[config.mk]
export PLATFORM = sky130hd
export DESIGN_NAME = xg_mac_tx_arbiter
export DESIGN_NICKNAME = d
export VERILOG_FILES = /design/src/rtl/xg_mac_pkg.sv /design/src/rtl/xg_mac_rr_picker.sv /design/src/rtl/xg_mac_tx_arbiter.sv
export SDC_FILE = /design/constraint.sdc
export NUM_CORES = 1
export LEC_CHECK = 0
export BUFFER_PORTS_ARGS = -buffer_cell sky130_fd_sc_hd__buf_2
export CORE_AREA = 2 2 151 153
export DETAILED_ROUTE_END_ITERATION = 16
export DIE_AREA = 0 0 153 155
export PLACE_DENSITY = 0.47
export SLEW_MARGIN = 20
export SYNTH_ARGS = -nofsm -noshare
export SYNTH_HDL_FRONTEND = slang
export SYNTH_SLANG_ARGS = --single-unit
[constraint.sdc]
create_clock -name clock -period 2.2 [get_ports clock]
set_clock_uncertainty 0.2 [all_clocks]
set_input_delay 0.33 -clock clock [delete_from_list [all_inputs] [get_ports clock]]
set_output_delay 0.33 -clock clock [all_outputs]
set_load 0.02 [all_outputs]
[src/rtl/xg_mac_pkg.sv]
// Shared types and widths for the 10G MAC datapath blocks (TX arbiter, RX distributor).
// Beat layout and the arbiter state encoding live here so sub-blocks agree on them.
package xg_mac_pkg;

  localparam int XG_DATA_W = 64;
  localparam int XG_KEEP_W = 8;

  typedef struct packed {
    logic [XG_DATA_W-1:0] tdata;
    logic [XG_KEEP_W-1:0] tkeep;
    logic                 tuser;
    logic                 tlast;
  } axis_beat_t;

  typedef enum logic {
    IDLE = 1'b0,
    BUSY = 1'b1
  } arb_state_t;

endpackage

[src/rtl/xg_mac_rr_picker.sv]
// Combinational rotate-priority encoder: returns the first requester after 'last',
// wrapping around. Shared by the TX arbiter and the RX distributor.
module xg_mac_rr_picker #(
  parameter int NUM_PORTS = 4,
  parameter int PORT_W    = $clog2(NUM_PORTS)
) (
  input  logic [NUM_PORTS-1:0] req,
  input  logic [PORT_W-1:0]    last,
  output logic [PORT_W-1:0]    pick,
  output logic                 any
);

  localparam int IW = PORT_W + 1;

  logic [IW-1:0] idx;

  // NOTE: every signal written here gets a default before any branch, so no latch is
  // inferred; blocking '=' is correct in combinational logic because idx is a scratch value.
  always_comb begin
    pick = '0;
    idx  = '0;
    any  = |req;
    // Scan from farthest to nearest so the nearest requester after 'last' wins.
    for (int i = NUM_PORTS; i >= 1; i--) begin
      idx = IW'(last) + IW'(i);
      if (idx >= IW'(NUM_PORTS)) idx = idx - IW'(NUM_PORTS);
      if (req[idx[PORT_W-1:0]]) pick = idx[PORT_W-1:0];
    end
  end

endmodule

[src/rtl/xg_mac_tx_arbiter.sv]
// Packet-granular round-robin arbiter in front of the 10G MAC TX AXI-Stream slave.
// Define XG_MAC_TX_ARB_PRIORITY_EN to give port 0 strict priority over the round robin.
module xg_mac_tx_arbiter
  import xg_mac_pkg::*;
#(
  parameter int NUM_PORTS = 4,
  parameter int PORT_W    = $clog2(NUM_PORTS)
) (
  input  logic                           clock,
  input  logic                           reset,
  input  logic [NUM_PORTS-1:0]           port_enable,
  input  logic [NUM_PORTS*XG_DATA_W-1:0] saxis_tdata,
  input  logic [NUM_PORTS-1:0]           saxis_tvalid,
  output logic [NUM_PORTS-1:0]           saxis_tready,
  input  logic [NUM_PORTS*XG_KEEP_W-1:0] saxis_tkeep,
  input  logic [NUM_PORTS-1:0]           saxis_tuser,
  input  logic [NUM_PORTS-1:0]           saxis_tlast,
  output logic [XG_DATA_W-1:0]           maxis_tdata,
  output logic                           maxis_tvalid,
  input  logic                           maxis_tready,
  output logic [XG_KEEP_W-1:0]           maxis_tkeep,
  output logic                           maxis_tuser,
  output logic                           maxis_tlast,
  output logic                           grant_valid,
  output logic [PORT_W-1:0]              grant_index
);

  arb_state_t           state_q, state_d;
  logic [PORT_W-1:0]    grant_index_q, grant_index_d;
  logic [PORT_W-1:0]    last_q, last_d;
  logic [NUM_PORTS-1:0] req;
  logic [PORT_W-1:0]    pick;
  logic                 any;
  logic                 upd_last;
  axis_beat_t           beat;

  assign req = saxis_tvalid & port_enable;

`ifdef XG_MAC_TX_ARB_PRIORITY_EN
  logic [NUM_PORTS-1:0] rr_req;
  logic [PORT_W-1:0]    rr_pick;
  logic                 rr_any;

  assign rr_req = {req[NUM_PORTS-1:1], 1'b0};

  xg_mac_rr_picker #(.NUM_PORTS(NUM_PORTS), .PORT_W(PORT_W)) u_picker (
    .req  (rr_req),
    .last (last_q),
    .pick (rr_pick),
    .any  (rr_any)
  );

  // Port 0 pre-empts the rotation and leaves the pointer where the other ports left it.
  always_comb begin
    pick     = req[0] ? '0 : rr_pick;
    any      = req[0] | rr_any;
    upd_last = ~req[0];
  end
`else
  xg_mac_rr_picker #(.NUM_PORTS(NUM_PORTS), .PORT_W(PORT_W)) u_picker (
    .req  (req),
    .last (last_q),
    .pick (pick),
    .any  (any)
  );

  assign upd_last = 1'b1;
`endif

  always_comb begin
    state_d       = state_q;
    grant_index_d = grant_index_q;
    last_d        = last_q;
    case (state_q)
      IDLE: begin
        if (any) begin
          state_d       = BUSY;
          grant_index_d = pick;
          if (upd_last) last_d = pick;
        end
      end
      BUSY: begin
        if (maxis_tvalid && maxis_tready && maxis_tlast) state_d = IDLE;
      end
    endcase
  end

  // NOTE: state registers use non-blocking '<=' so every flop samples pre-edge values.
  always_ff @(posedge clock or posedge reset) begin
    if (reset) begin
      state_q       <= IDLE;
      grant_index_q <= '0;
      last_q        <= PORT_W'(NUM_PORTS - 1);
    end else begin
      state_q       <= state_d;
      grant_index_q <= grant_index_d;
      last_q        <= last_d;
    end
  end

  // Storage-free pass-through: backpressure and valid travel combinationally in BUSY.
  always_comb begin
    saxis_tready = '0;
    maxis_tvalid = 1'b0;
    beat         = '0;
    if (state_q == BUSY) begin
      maxis_tvalid                = saxis_tvalid[grant_index_q];
      saxis_tready[grant_index_q] = maxis_tready;
      beat.tdata = saxis_tdata[XG_DATA_W*grant_index_q +: XG_DATA_W];
      beat.tkeep = saxis_tkeep[XG_KEEP_W*grant_index_q +: XG_KEEP_W];
      beat.tuser = saxis_tuser[grant_index_q];
      beat.tlast = saxis_tlast[grant_index_q];
    end
  end

  assign maxis_tdata = beat.tdata;
  assign maxis_tkeep = beat.tkeep;
  assign maxis_tuser = beat.tuser;
  assign maxis_tlast = beat.tlast;
  assign grant_valid = (state_q == BUSY);
  assign grant_index = grant_index_q;

endmodule

* Word level (Yosys, flattened, before mapping) *
Cells that the tools add are included.

word-level totals
  output and inout bits = 82
  logic and storage cells = 61
  input bits = 307
  register bits after elaboration = 5

cells by class
  bitwise operators = 3
  reductions and logical operators = 5
  $add $sub $neg = 8
  magnitude comparators = 10
  muxes and demuxes = 30
  shift operators = 2

operators by type and width
  operator                                                    number
  indexed part select 256 x 9 -> 64 bit                       1
  two-way mux 74 bit                                          1
  indexed part select 32 x 6 -> 8 bit                         1
  two-way mux 2 bit                                           8
  less-than comparator 2 x 3 -> 1 bit, second input constant  5
  binary-select mux 1 bit (select 2 bit)                      7
  >= comparator 3 bit, second input constant                  4
  two-way mux 1 bit                                           11
  bitwise AND 4 bit                                           2
  subtractor 2 x 1 -> 2 bit, second input constant            4
  adder 2 x 2 -> 3 bit, second input constant                 2
  two-way mux 4 bit                                           1
  OR reduction 4 bit                                          1
  adder 2 x 1 -> 3 bit, second input constant                 1
  adder 2 x 3 -> 3 bit, second input constant                 1
  logical AND 1 bit                                           3
  demux 1 bit (select 2 bit)                                  1
  >= comparator 2 x 1 -> 1 bit, second input constant         1
  one-hot mux 1 bit (2 select lines)                          1
  AND reduction 2 bit                                         1
  NOT 1 bit                                                   1

* Longest topological paths before layout *
Gate-level depths: netlist of run 1.

  word-level depth = 9
  gate-level depth with buffers = 5
  mapped depth without buffers = 3

* Hierarchy *
A second synthesis of run 1 with hierarchy kept.

unflattened totals
  cell total of the unflattened synthesis = 214
  area, all modules = 2,648.8 um^2

modules (own cells, without submodules)
  module             cells each  instances  area an instance (um^2)  seq. area each (um^2)
  xg_mac_tx_arbiter  200         1          2,557.5                  127.6
  xg_mac_rr_picker   14          1          91.3                     0.0

* Worst setup path after synthesis of run 1 *
OpenSTA, ideal clock, no wires.

  kind = register to output
  start = register grant_index_q[0] (netlist: grant_index[0])
  end = output maxis_tdata[10]
  cell stages (with the launch flop) = 5
  data arrival time = 1.629 ns
  path buffers = 2
  slack = 0.041 ns
  data required time = 1.670 ns
  cell sequence = dfrtp_1 > buf_6 > buf_2 > mux4_2 > and2_1

on the way
  word-level cells in the longest chain between the ends = 2

RTL lines
  what                                   RTL line                  RTL
  start, declared                        xg_mac_tx_arbiter.sv:29   logic [PORT_W-1:0] grant_index_q, grant_index_d;
  start signal, assigned                 xg_mac_tx_arbiter.sv:96   grant_index_q <= grant_index_d;
  indexed part select 256 x 9 -> 64 bit  xg_mac_tx_arbiter.sv:109  beat.tdata = saxis_tdata[XG_DATA_W*grant_index_q +: XG_DATA_W];
  two-way mux 74 bit                     xg_mac_tx_arbiter.sv:106  if (state_q == BUSY) begin
  end, declared                          xg_mac_tx_arbiter.sv:18   output logic [XG_DATA_W-1:0] maxis_tdata,

No other way between the ends.

* Worst setup path in the final report of run 1 *
  start = register grant_index_q[0] (netlist: grant_index[0])
  end = output maxis_tdata[20]

Same word-level chain as after synthesis.

==> results of run 1 <==
-- logic make-up after synthesis --
kind of cell,Yosys count
AND/OR/NAND/NOR,89
multiplexers,75
buffers and inverters,32
AO/OA/AOI/OAI,13
flip-flops,5
-- worst min-delay path by stage --
| stage | start | to | slack [ns] | cells after the start |
|---|---|---|---|---|
| after global routing | maxis_tready | grant_valid | 0.27 | 3 |
| after global placement | reset | grant_index[0] | 0.04 | 2 |
| after detailed placement | reset | grant_index[0] | 0.05 | 2 |
| after CTS | maxis_tready | grant_valid | 0.25 | 3 |
| final | maxis_tready | grant_valid | 0.25 | 3 |
| after floorplan | reset | grant_index[0] | -0.09 | 1 |
-- what timing repair did --
action                                  CTS  global route
endpoints found under the setup margin   75            75
resized for setup                        15           160
endpoints found under the hold margin     3             0
pin swaps                                 0             1
cloned                                    0             6
setup buffers                             0             6
hold buffers                              1             0
-- per-stage QoR --
step / total power [mW] / cells
after global placement: 5.68 / 867
final: 7.84 / 887
after detailed placement: 5.71 / 867
after floorplan: 4.06 / 214
after global routing: 8.28 / 885
after CTS: 6.15 / 872
-- sequential cells by signal, indices dropped and copies added (netlist names) --
signal,count
grant_valid,1
grant_index,2
last_q,2
-- synth_stat cells --
| master | number |
|---|---|
| and2_1 | 75 |
| dfstp_2 | 2 |
| nand2_1 | 3 |
| nor3_1 | 2 |
| a21o_1 | 2 |
| buf_6 | 1 |
| nand3_1 | 2 |
| a22oi_1 | 2 |
| and3_1 | 1 |
| or2_2 | 1 |
| mux4_2 | 75 |
| buf_12 | 2 |
| o22ai_1 | 2 |
| a41oi_1 | 1 |
| clkbuf_1 | 13 |
| nor2_1 | 2 |
| buf_4 | 1 |
| and3b_1 | 2 |
| a32oi_1 | 2 |
| buf_2 | 10 |
| a21oi_1 | 1 |
| inv_1 | 5 |
| nand3b_1 | 1 |
| o21ai_0 | 2 |
| dfrtp_1 | 3 |
| a221oi_1 | 1 |
-- where the power goes --
group          total (mW)  internal (mW)  switching, mW  leakage, nW
sequential          0.292          0.163          0.129       0.0523
clock               0.296          0.237         0.0590       0.0409
combinational        7.25           4.13           3.12         2.73
total                7.84           4.53           3.31         2.82
-- per-layer routing --
metal / part of all wire [%] / vias to the layer above / track usage [%]
li1: - / 1645 / -
met1: 36 / 1755 / 12.9
met2: 54 / 221 / 20.7
met3: 8.5 / 14 / 2.90
met4: 1.0 / 6 / 1.76
met5: 0.27 / - / 0
-- tightest hold or removal path: cells and delay by family --
kind	cells	cell delay [ns]
compound gates	1	0.12
buf+inv	1	0.11
simple gates	1	0.08
-- placed cells by master (no fill, tap or decap), types with 2 or more instances in the layout --
| cell | instances |
|---|---|
| diode_2 | 3 |
| and3b_1 | 2 |
| o22ai_1 | 2 |
| mux4_2 | 75 |
| dfstp_2 | 2 |
| dfrtp_4 | 2 |
| and2_1 | 19 |
| nor3_1 | 2 |
| a21o_1 | 2 |
| a32oi_1 | 2 |
| buf_12 | 6 |
| a22oi_1 | 2 |
| nand3_1 | 2 |
| inv_1 | 5 |
| nor2_1 | 2 |
| buf_4 | 4 |
| nand2_1 | 3 |
| and2_4 | 56 |
| buf_6 | 57 |
| o21ai_0 | 2 |
| buf_2 | 332 |
| clkbuf_16 | 7 |
| buf_16 | 3 |
-- area by class of cell --
type	count	area (um2)	area share (%)
antenna	3	7.51	0.131
clock buffer	3	75.1	1.31
clock inverter	1	5.00	0.0874
inverter	5	18.8	0.328
multi-input combinational	177	2470	43.1
sequential	5	136	2.38
tap	285	357	6.23
timing repair buffer	408	2660	46.5
==> results.py, run 1 <==
metrics = {
    "drt": {
        "drt-initial-drc-count": 136,
        "vias": 3641,
        "vias_per_cell": 4.10,
        "ant_nets": 0,
        "drc_errors": 0,
        "dr.pass1.iters": 4,
        "wl_per_cell_um": 17.3,
        "routed_wl_um": 15400,
    },
    "critical_path": {
        "crit_buf_inv": 2,
        "reg2reg_from": "grant_index[0]",
        "rr_worst_depth": 6,
        "cp-start-kind": "flip-flop",
        "slowest_stage": "mux4_2",
        "endpoint": "maxis_tdata[20]",
        "r2r_slack_ns": 0.27,
        "crit_family": "multiplexers",
        "r2r-end": "grant_valid",
        "crit_arrival_ns": 1.83,
        "worstSetupPathType": "flip-flop to output pin",
        "crit_cells": 4,
        "cpPeakStageDelay_ns": 0.56,
        "path_cells": "buf_16 > mux4_2 > and2_1 > buf_2",
        "worstSetupStartpoint": "grant_index[0]",
        "endpoint_kind": "output pin",
        "cp.required_ns": 1.67,
        "cp_max_fo": 24,
    },
    "floorplan": {
        "core_mm2": 0.0222,
        "design.die.area_mm2": 0.0237,
        "die_y_um": 155,
        "initial_core_util_pct": 11.8,
        "ios": 389,
        "die_w_um": 153,
        "num_rows": 55,
    },
    "power": {
        "worst_ir_drop_vdd_mv": 0.859,
        "power_density_mw_per_mm2": 1370,
        "leakage_nw": 2.82,
    },
    "synthesis": {
        "synthDistinctLibCells": 26,
        "ys_seq_area_share_pct": 4.85,
        "muxShareOfSynthArea_pct": 64.2,
        "synth_compound_area_share_pct": 3.52,
        "synth_xor_xnor_area_share_pct": 0,
        "syn_area_mm2": 0.00263,
        "ys_seq_elements": 5,
        "syn_inst": 214,
        "synth.largest_area_cell": "mux4_2",
        "syn_nets": 521,
        "synth_top_family_by_area": "multiplexers",
        "yosysWarningCount": 0,
        "synth_adder_area_share_pct": 0,
        "yosys.area_share.simple_pct": 20.7,
        "synth.area.top_cells": "mux4_2, and2_1, dfrtp_1, dfstp_2, buf_2",
        "synthDominantCellAreaShare_pct": 64.2,
        "synth.avg_cell_area_um2": 12.3,
    },
    "grt": {
        "grt_pass1_vias": 3740,
        "grt_first_pass_wirelength_um": 20700,
        "grt_usage_pct": 11.1,
        "grt_max_degree": 46,
        "antenna_found_initial": 5,
        "grt.overflow.total": 0,
    },
    "placed_design": {
        "dp_hpwl_um": 12500,
        "place_area_mm2": 0.00491,
        "gp_congestion": 0.776,
        "dpl_worst_slack_ns": 0.0545,
        "io_buffers": 388,
    },
    "timing": {
        "worstMarginPinSlew_ns": 0.497,
        "hold_ws_ns": 0.252,
        "slew_viol_final": 0,
        "finalWorstSetupSlack_ns": -0.164,
        "max_freq_ghz": 0.423,
        "setup_tns_ns": -8.73,
        "finalHoldViolCount": 0,
        "max_slew_margin_pct": 66.9,
        "setup_violations": 75,
        "fin_crit_sh_pct": 107,
        "fin_crit_ns": 2.36,
        "rsz0062_at_grt": "true",
    },
    "clock_network": {
        "cts_tree": "yes",
        "clk_pin_slew_ns": 0.03,
        "htreeDepth": 1,
        "clockBufferDepth": 2,
        "cts_buffers": 3,
        "cts.sink_count": 5,
        "clock_latency_ns": 0.23,
        "clock-root-buffer": "clkbuf_16",
    },
    "layout": {
        "final_area_mm2": 0.00573,
        "syn_to_final_growth_pct": 118,
        "final_nets": 907,
        "num-fill-cells": 2403,
        "drive_gt1_share_pct": 91.5,
        "final_util_pct": 25.8,
    },
    "job": {
        "cap_violations": 0,
    },
    "status": {
        "outcome": "complete, but fails checks",
        "violations": "setup timing",
    },
    "worst_hold_path": {
        "hp-class": "input pin to flip-flop",
    },
}
Power figures use the tool's default switching activity.
==> run 2: changes to the inputs <==
--- a/config.mk
+++ b/config.mk
@@ -5,10 +5,11 @@
 export SDC_FILE = /design/constraint.sdc
 export NUM_CORES = 1
 export LEC_CHECK = 0
+export ABC_AREA = 1
 export BUFFER_PORTS_ARGS = -buffer_cell sky130_fd_sc_hd__buf_2
-export CORE_AREA = 2 2 151 153
+export CORE_AREA = 2 2 149 151
 export DETAILED_ROUTE_END_ITERATION = 16
-export DIE_AREA = 0 0 153 155
+export DIE_AREA = 0 0 151 153
 export PLACE_DENSITY = 0.47
 export SLEW_MARGIN = 20
 export SYNTH_ARGS = -nofsm -noshare
==> constraint.sdc (replaced) <==
create_clock -name clock -period 2.5 [get_ports clock]
set_clock_uncertainty 0.2 [all_clocks]
set_input_delay 0.375 -clock clock [delete_from_list [all_inputs] [get_ports clock]]
set_output_delay 0.375 -clock clock [all_outputs]
set_load 0.02 [all_outputs]
==> run 2 against run 1 <==
Against the previous run:
- the flow now finishes without violations
- sequential power decreased by 30%
- via count up 29%
- combinational power fell by 36%
- register-to-register slack better by 0.42 ns
- count of clock-buffer cells in the layout up 1
- first-iteration DRC count increased by 88%
- power down 35%
- sequential cell count stayed put
- core utilization down 4.1 points
- wire length rose by 3.6%
- highest routed layer is now met4
==> results.py, run 2 <==
metrics = {
    "layout": {
        "fin_cells": 1073,
        "final_nets": 1100,
        "drive_gt1_share_pct": 52.7,
        "final_area_mm2": 0.00467,
        "final_util_pct": 21.7,
        "final_common_cell": "buf_2",
        "syn_to_final_growth_pct": 94.7,
        "layout_common_cells": "buf_2, nand2_1, a31oi_1",
    },
    "timing": {
        "finalHoldViolCount": 0,
        "max_slew_margin_pct": 69.9,
        "max_freq_ghz": 0.419,
        "worstMarginPinSlew_ns": 0.451,
        "setup_tns_ns": 0,
        "hold_ws_ns": 0.322,
        "fin_crit_sh_pct": 95.6,
        "fin_crit_ns": 2.39,
        "slew_viol_final": 0,
        "setup_violations": 0,
    },
    "clock_network": {
        "clock_latency_ns": 0.23,
        "post-cts-setup-buffers": 0,
        "cts_tree": "yes",
        "clock-root-buffer": "clkbuf_16",
        "htreeDepth": 1,
        "cts.sink_count": 5,
        "cts_buffers": 3,
        "clk_pin_slew_ns": 0.03,
        "clockBufferDepth": 2,
    },
    "floorplan": {
        "num_rows": 54,
        "die_y_um": 153,
        "initial_core_util_pct": 11.2,
        "ios": 389,
        "die_w_um": 151,
        "design.die.area_mm2": 0.0231,
        "core_mm2": 0.0215,
    },
    "drt": {
        "drt-initial-drc-count": 255,
        "vias_per_cell": 4.39,
        "vias": 4708,
        "routed_wl_um": 15900,
        "drc_errors": 0,
        "dr.pass1.iters": 5,
        "wl_per_cell_um": 14.8,
        "ant_nets": 0,
    },
    "grt": {
        "grt.overflow.total": 0,
        "grt_first_pass_wirelength_um": 22500,
        "grt_max_degree": 62,
        "met2_usage_pct": 22.0,
        "antenna_found_initial": 2,
        "grt_pass1_vias": 4383,
        "grt_use_met3_pct": 2.39,
        "grt_usage_pct": 12.0,
        "grtUsageMet1_pct": 14.8,
        "grt_busiest_layer": "met2",
    },
    "critical_path": {
        "crit_arrival_ns": 1.81,
        "cp.required_ns": 1.92,
        "cp_max_fo": 33,
        "endpoint_kind": "output pin",
        "cpPeakStageDelay_ns": 0.46,
        "cp-start-kind": "flip-flop",
        "crit_family": "buffers and inverters",
        "slowest_stage": "dfrtp_1",
        "crit_buf_inv": 4,
        "path_cells": "inv_2 > nand2_2 > clkinv_2 > buf_12 > nand2_1 > a31oi_1 > buf_2",
        "worstSetupPathType": "flip-flop to output pin",
    },
    "synthesis": {
        "synth-edff-count": 0,
        "syn_area_mm2": 0.00240,
        "ys.flop_type": "dfrtp_1",
        "synthDominantCellAreaShare_pct": 30.4,
        "async_flop_share_pct": 100,
        "synth.largest_area_cell": "nand2_1",
        "synth_most_common_cell": "nand2_1",
        "synthDistinctLibCells": 20,
        "syn_nets": 734,
        "yosysWarningCount": 0,
        "synth_common_cells": "nand2_1, a31oi_1, a22oi_1",
        "syn_inst": 427,
        "synth.area.top_cells": "nand2_1, a22oi_1, a31oi_1, buf_6, dfrtp_1",
        "ys_seq_elements": 5,
        "synth.avg_cell_area_um2": 5.61,
        "ys_seq_area_share_pct": 5.33,
    },
    "worst_hold_path": {
        "hp-class": "flip-flop to flip-flop",
    },
    "placed_design": {
        "dp.cells": 1066,
        "place_area_mm2": 0.00455,
        "gp_congestion": 0.861,
        "io_buffers": 388,
        "dp_hpwl_um": 12600,
    },
    "job": {
        "cap_violations": 0,
    },
    "power": {
        "power_density_mw_per_mm2": 1090,
        "leakage_nw": 2.37,
        "worst_ir_drop_vdd_mv": 0.845,
    },
    "status": {
        "outcome": "completed",
    },
}
-- run 2: area by class of cell --
type | count | area [um2]
diodes | 1 | 2.50
clock buffers | 4 | 78.8
repair buffers | 402 | 2150
multi-input cells | 371 | 1910
well taps | 280 | 350
flip-flops and latches | 5 | 129
inverters | 10 | 38.8
fillers | 2506 | 16800
-- run 2: power by group --
group          switching, mW  leakage [nW]  internal (mW)
clock network         0.0512        0.0382          0.211
registers             0.0779        0.0547          0.125
logic                   2.99          2.27           1.65
total                   3.12          2.37           1.99
-- run 2: layer usage --
layer / vias to the layer above / wire [um]
li1: 2285 / -
met1: 2123 / 6460
met2: 290 / 7660
met3: 10 / 1680
met4: 0 / 109
met5: - / 0
-- run 2: kinds of logic (layout without fill, tap and decap cells) --
logic type	after synthesis	count (layout)	share of synthesized area, %
simple gates	219	219	36.0
compound gates	152	152	43.6
buf+inv	51	416	15.1
flops	5	5	5.33
other cells	0	1	0
-- run 2: repair_timing --
item / in CTS / in global routing
gates resized for setup: 0 / 2
endpoints found under the setup margin: 0 / 27
hold buffers: 1 / 0
endpoints found under the hold margin: 3 / 0
-- run 2: stage by stage --
step | setup slack (ns) | total power [mW]
after floorplan | 0.414 | 3.31
final | 0.111 | 5.11
after CTS | 0.0312 | 5.09
after detailed placement | 0.261 | 4.82
after global placement | 0.311 | 4.85
after global routing | -0.00523 | 5.55
-- run 2: worst register-to-register path: stages, from the launching register on --
cell and delay (ns):
dfrtp_1 0.46, inv_2 0.14, nand2_2 0.07, clkinv_2 0.17, buf_12 0.22, nand2_1 0.10, a31oi_1 0.23, a21oi_1 0.10
-- run 2: final timing paths --
kind,start,endpoint,slack (ns),cells past startpoint
setup / recovery,grant_index[0],maxis_tdata[53],0.11,7
max in group asynchronous,reset,last_q[1],1.45,3
setup reg to reg,grant_index[0],grant_valid,0.69,7
hold reg to reg,last_q[1],last_q[1],0.32,2
hold / removal,last_q[1],last_q[1],0.32,2
min in group asynchronous,reset,grant_index[0],0.40,3
==> run 3: changes to the inputs <==
--- a/config.mk
+++ b/config.mk
@@ -11,6 +11,7 @@
 export DETAILED_ROUTE_END_ITERATION = 16
 export DIE_AREA = 0 0 151 153
 export PLACE_DENSITY = 0.47
+export REMOVE_ABC_BUFFERS = 1
 export SLEW_MARGIN = 20
 export SYNTH_ARGS = -nofsm -noshare
 export SYNTH_HDL_FRONTEND = slang
==> constraint.sdc (replaced) <==
create_clock -name clock -period 2.5 [get_ports clock]
set_clock_uncertainty 0.2 [all_clocks]
set_input_delay 0.625 -clock clock [delete_from_list [all_inputs] [get_ports clock]]
set_output_delay 0.625 -clock clock [all_outputs]
set_load 0.02 [all_outputs]
==> run 3 against run 2 <==
Against the previous run:
- first-iteration DRC count grew 4.7%
- largest power group unchanged
- via count grew 6.6%
- final cell count grew 3.4%
- clock power is essentially flat
- power grew 43%
- sequential share of layout area shrank 0.50 points
- core utilization grew 5.1 points
- critical path type unchanged
- combinational power grew 47%
- die area is the same
- non-clock buffer count grew 38
- the flow now finishes with violations (setup timing)
- cell area grew 24%
- sequential cell count is the same
==> results.py, run 3 (synthesized netlist as in run 2, its figures left out) <==
metrics = {
    "clock_network": {
        "clk_pin_slew_ns": 0.03,
        "clockBufferDepth": 2,
        "cts_tree": "yes",
        "cts.sink_count": 5,
        "clock-root-buffer": "clkbuf_16",
        "clock_latency_ns": 0.22,
        "cts_hold_buf": 0,
        "cts_buffers": 3,
        "htreeDepth": 1,
    },
    "critical_path": {
        "endpoint_kind": "output pin",
        "crit_arrival_ns": 1.72,
        "rr_worst_depth": 9,
        "r2r_slack_ns": 0.72,
        "cp.required_ns": 1.67,
        "cp_max_fo": 6,
        "cp-start-kind": "flip-flop",
        "worstSetupPathType": "flip-flop to output pin",
    },
    "job": {
        "cap_violations": 0,
    },
    "floorplan": {
        "num_rows": 54,
        "design.die.area_mm2": 0.0231,
        "die_y_um": 153,
        "die_w_um": 151,
        "ios": 389,
        "core_mm2": 0.0215,
        "initial_core_util_pct": 11.2,
    },
    "grt": {
        "grt_pass1_vias": 4451,
        "grt.overflow.total": 0,
        "grt_first_pass_wirelength_um": 24400,
        "grt_max_degree": 45,
        "grt_usage_pct": 13.5,
        "antenna_found_initial": 2,
    },
    "placed_design": {
        "dpl_worst_slack_ns": 0.105,
        "dp_hpwl_um": 13300,
        "place_area_mm2": 0.00459,
        "gp_congestion": 0.907,
        "io_buffers": 388,
        "dp.cells": 1068,
    },
    "drt": {
        "drc_errors": 0,
        "vias": 5021,
        "dr.pass1.iters": 4,
        "vias_per_cell": 4.52,
        "drt-initial-drc-count": 267,
        "wl_per_cell_um": 19.3,
        "routed_wl_um": 21500,
        "ant_nets": 0,
    },
    "timing": {
        "finalWorstSetupSlack_ns": -0.0491,
        "setup_violations": 18,
        "max_slew_margin_pct": 68.8,
        "hold_ws_ns": 0.0936,
        "setup_tns_ns": -0.247,
        "worstMarginPinSlew_ns": 0.468,
        "finalHoldViolCount": 0,
        "slew_viol_final": 0,
        "max_freq_ghz": 0.392,
        "fin_crit_sh_pct": 102,
        "fin_crit_ns": 2.55,
        "rsz0062_at_grt": "true",
    },
    "layout": {
        "final_common_cell": "buf_2",
        "fin_cells": 1110,
        "num-fill-cells": 2447,
        "final_area_mm2": 0.00576,
        "layout_common_cells": "buf_2, nand2_1, buf_4",
        "final_nets": 1138,
        "syn_to_final_growth_pct": 141,
        "n_antenna_cell": 0,
        "drive_gt1_share_pct": 59.4,
        "final_util_pct": 26.8,
    },
    "status": {
        "violations": "setup timing",
        "outcome": "complete, but fails checks",
    },
    "power": {
        "worst_ir_drop_vdd_mv": 0.406,
        "fin_total_pwr_mw": 7.29,
        "power_density_mw_per_mm2": 1270,
        "leakage_nw": 2.77,
    },
    "worst_hold_path": {
        "hp-class": "input pin to asynchronous set/reset pin",
    },
}
==> run 3: worst max-delay path, stage by stage (launching register included) <==
cell and delay (ns):
dfrtp_2 0.48, nor2_4 0.17, buf_12 0.13, buf_6 0.13, clkbuf_16 0.16, a22oi_1 0.08
a31oi_1 0.17, buf_4 0.17
==> run 3: report_power, final <==
part,switching (mW),internal [mW]
Clock,0.0488,0.211
Combinational,3.80,3.03
Sequential,0.0700,0.127
Total,3.92,3.37
==> run 3: cell type report <==
cell class	instances	area, um2	area share [%]
repair buffers	440	3030	52.6
multi-input cells	371	2110	36.6
well taps	280	350	6.08
flip-flops and latches	5	130	2.26
clock buffers	4	78.8	1.37
inverters	10	65.1	1.13
==> run 3: final timing paths <==
check | from | end
setup / recovery | grant_index[1] | maxis_tdata[25]
hold / removal | reset | grant_index[1]
setup reg to reg | grant_index[0] | grant_valid
hold reg to reg | last_q[1] | last_q[1]
max in group asynchronous | reset | last_q[1]
min in group clock | last_q[1] | last_q[1]
==> run 3: repair_timing <==
| item | 4_1_cts | 5_1_grt |
|---|---|---|
| pin swaps | 4 | 16 |
| buffers inserted | 7 | 10 |
| setup endpoints to repair | 56 | 75 |
| gates cloned | 5 | 17 |
| resized for setup | 40 | 98 |
==> run 3: layer usage <==
metal	track usage (%)	part of all wire, %	wire, um
met1	16.3	40	8530
met2	25.2	50	10700
met3	3.01	8.6	1840
met4	1.11	1.7	354
met5	0	0.14	29
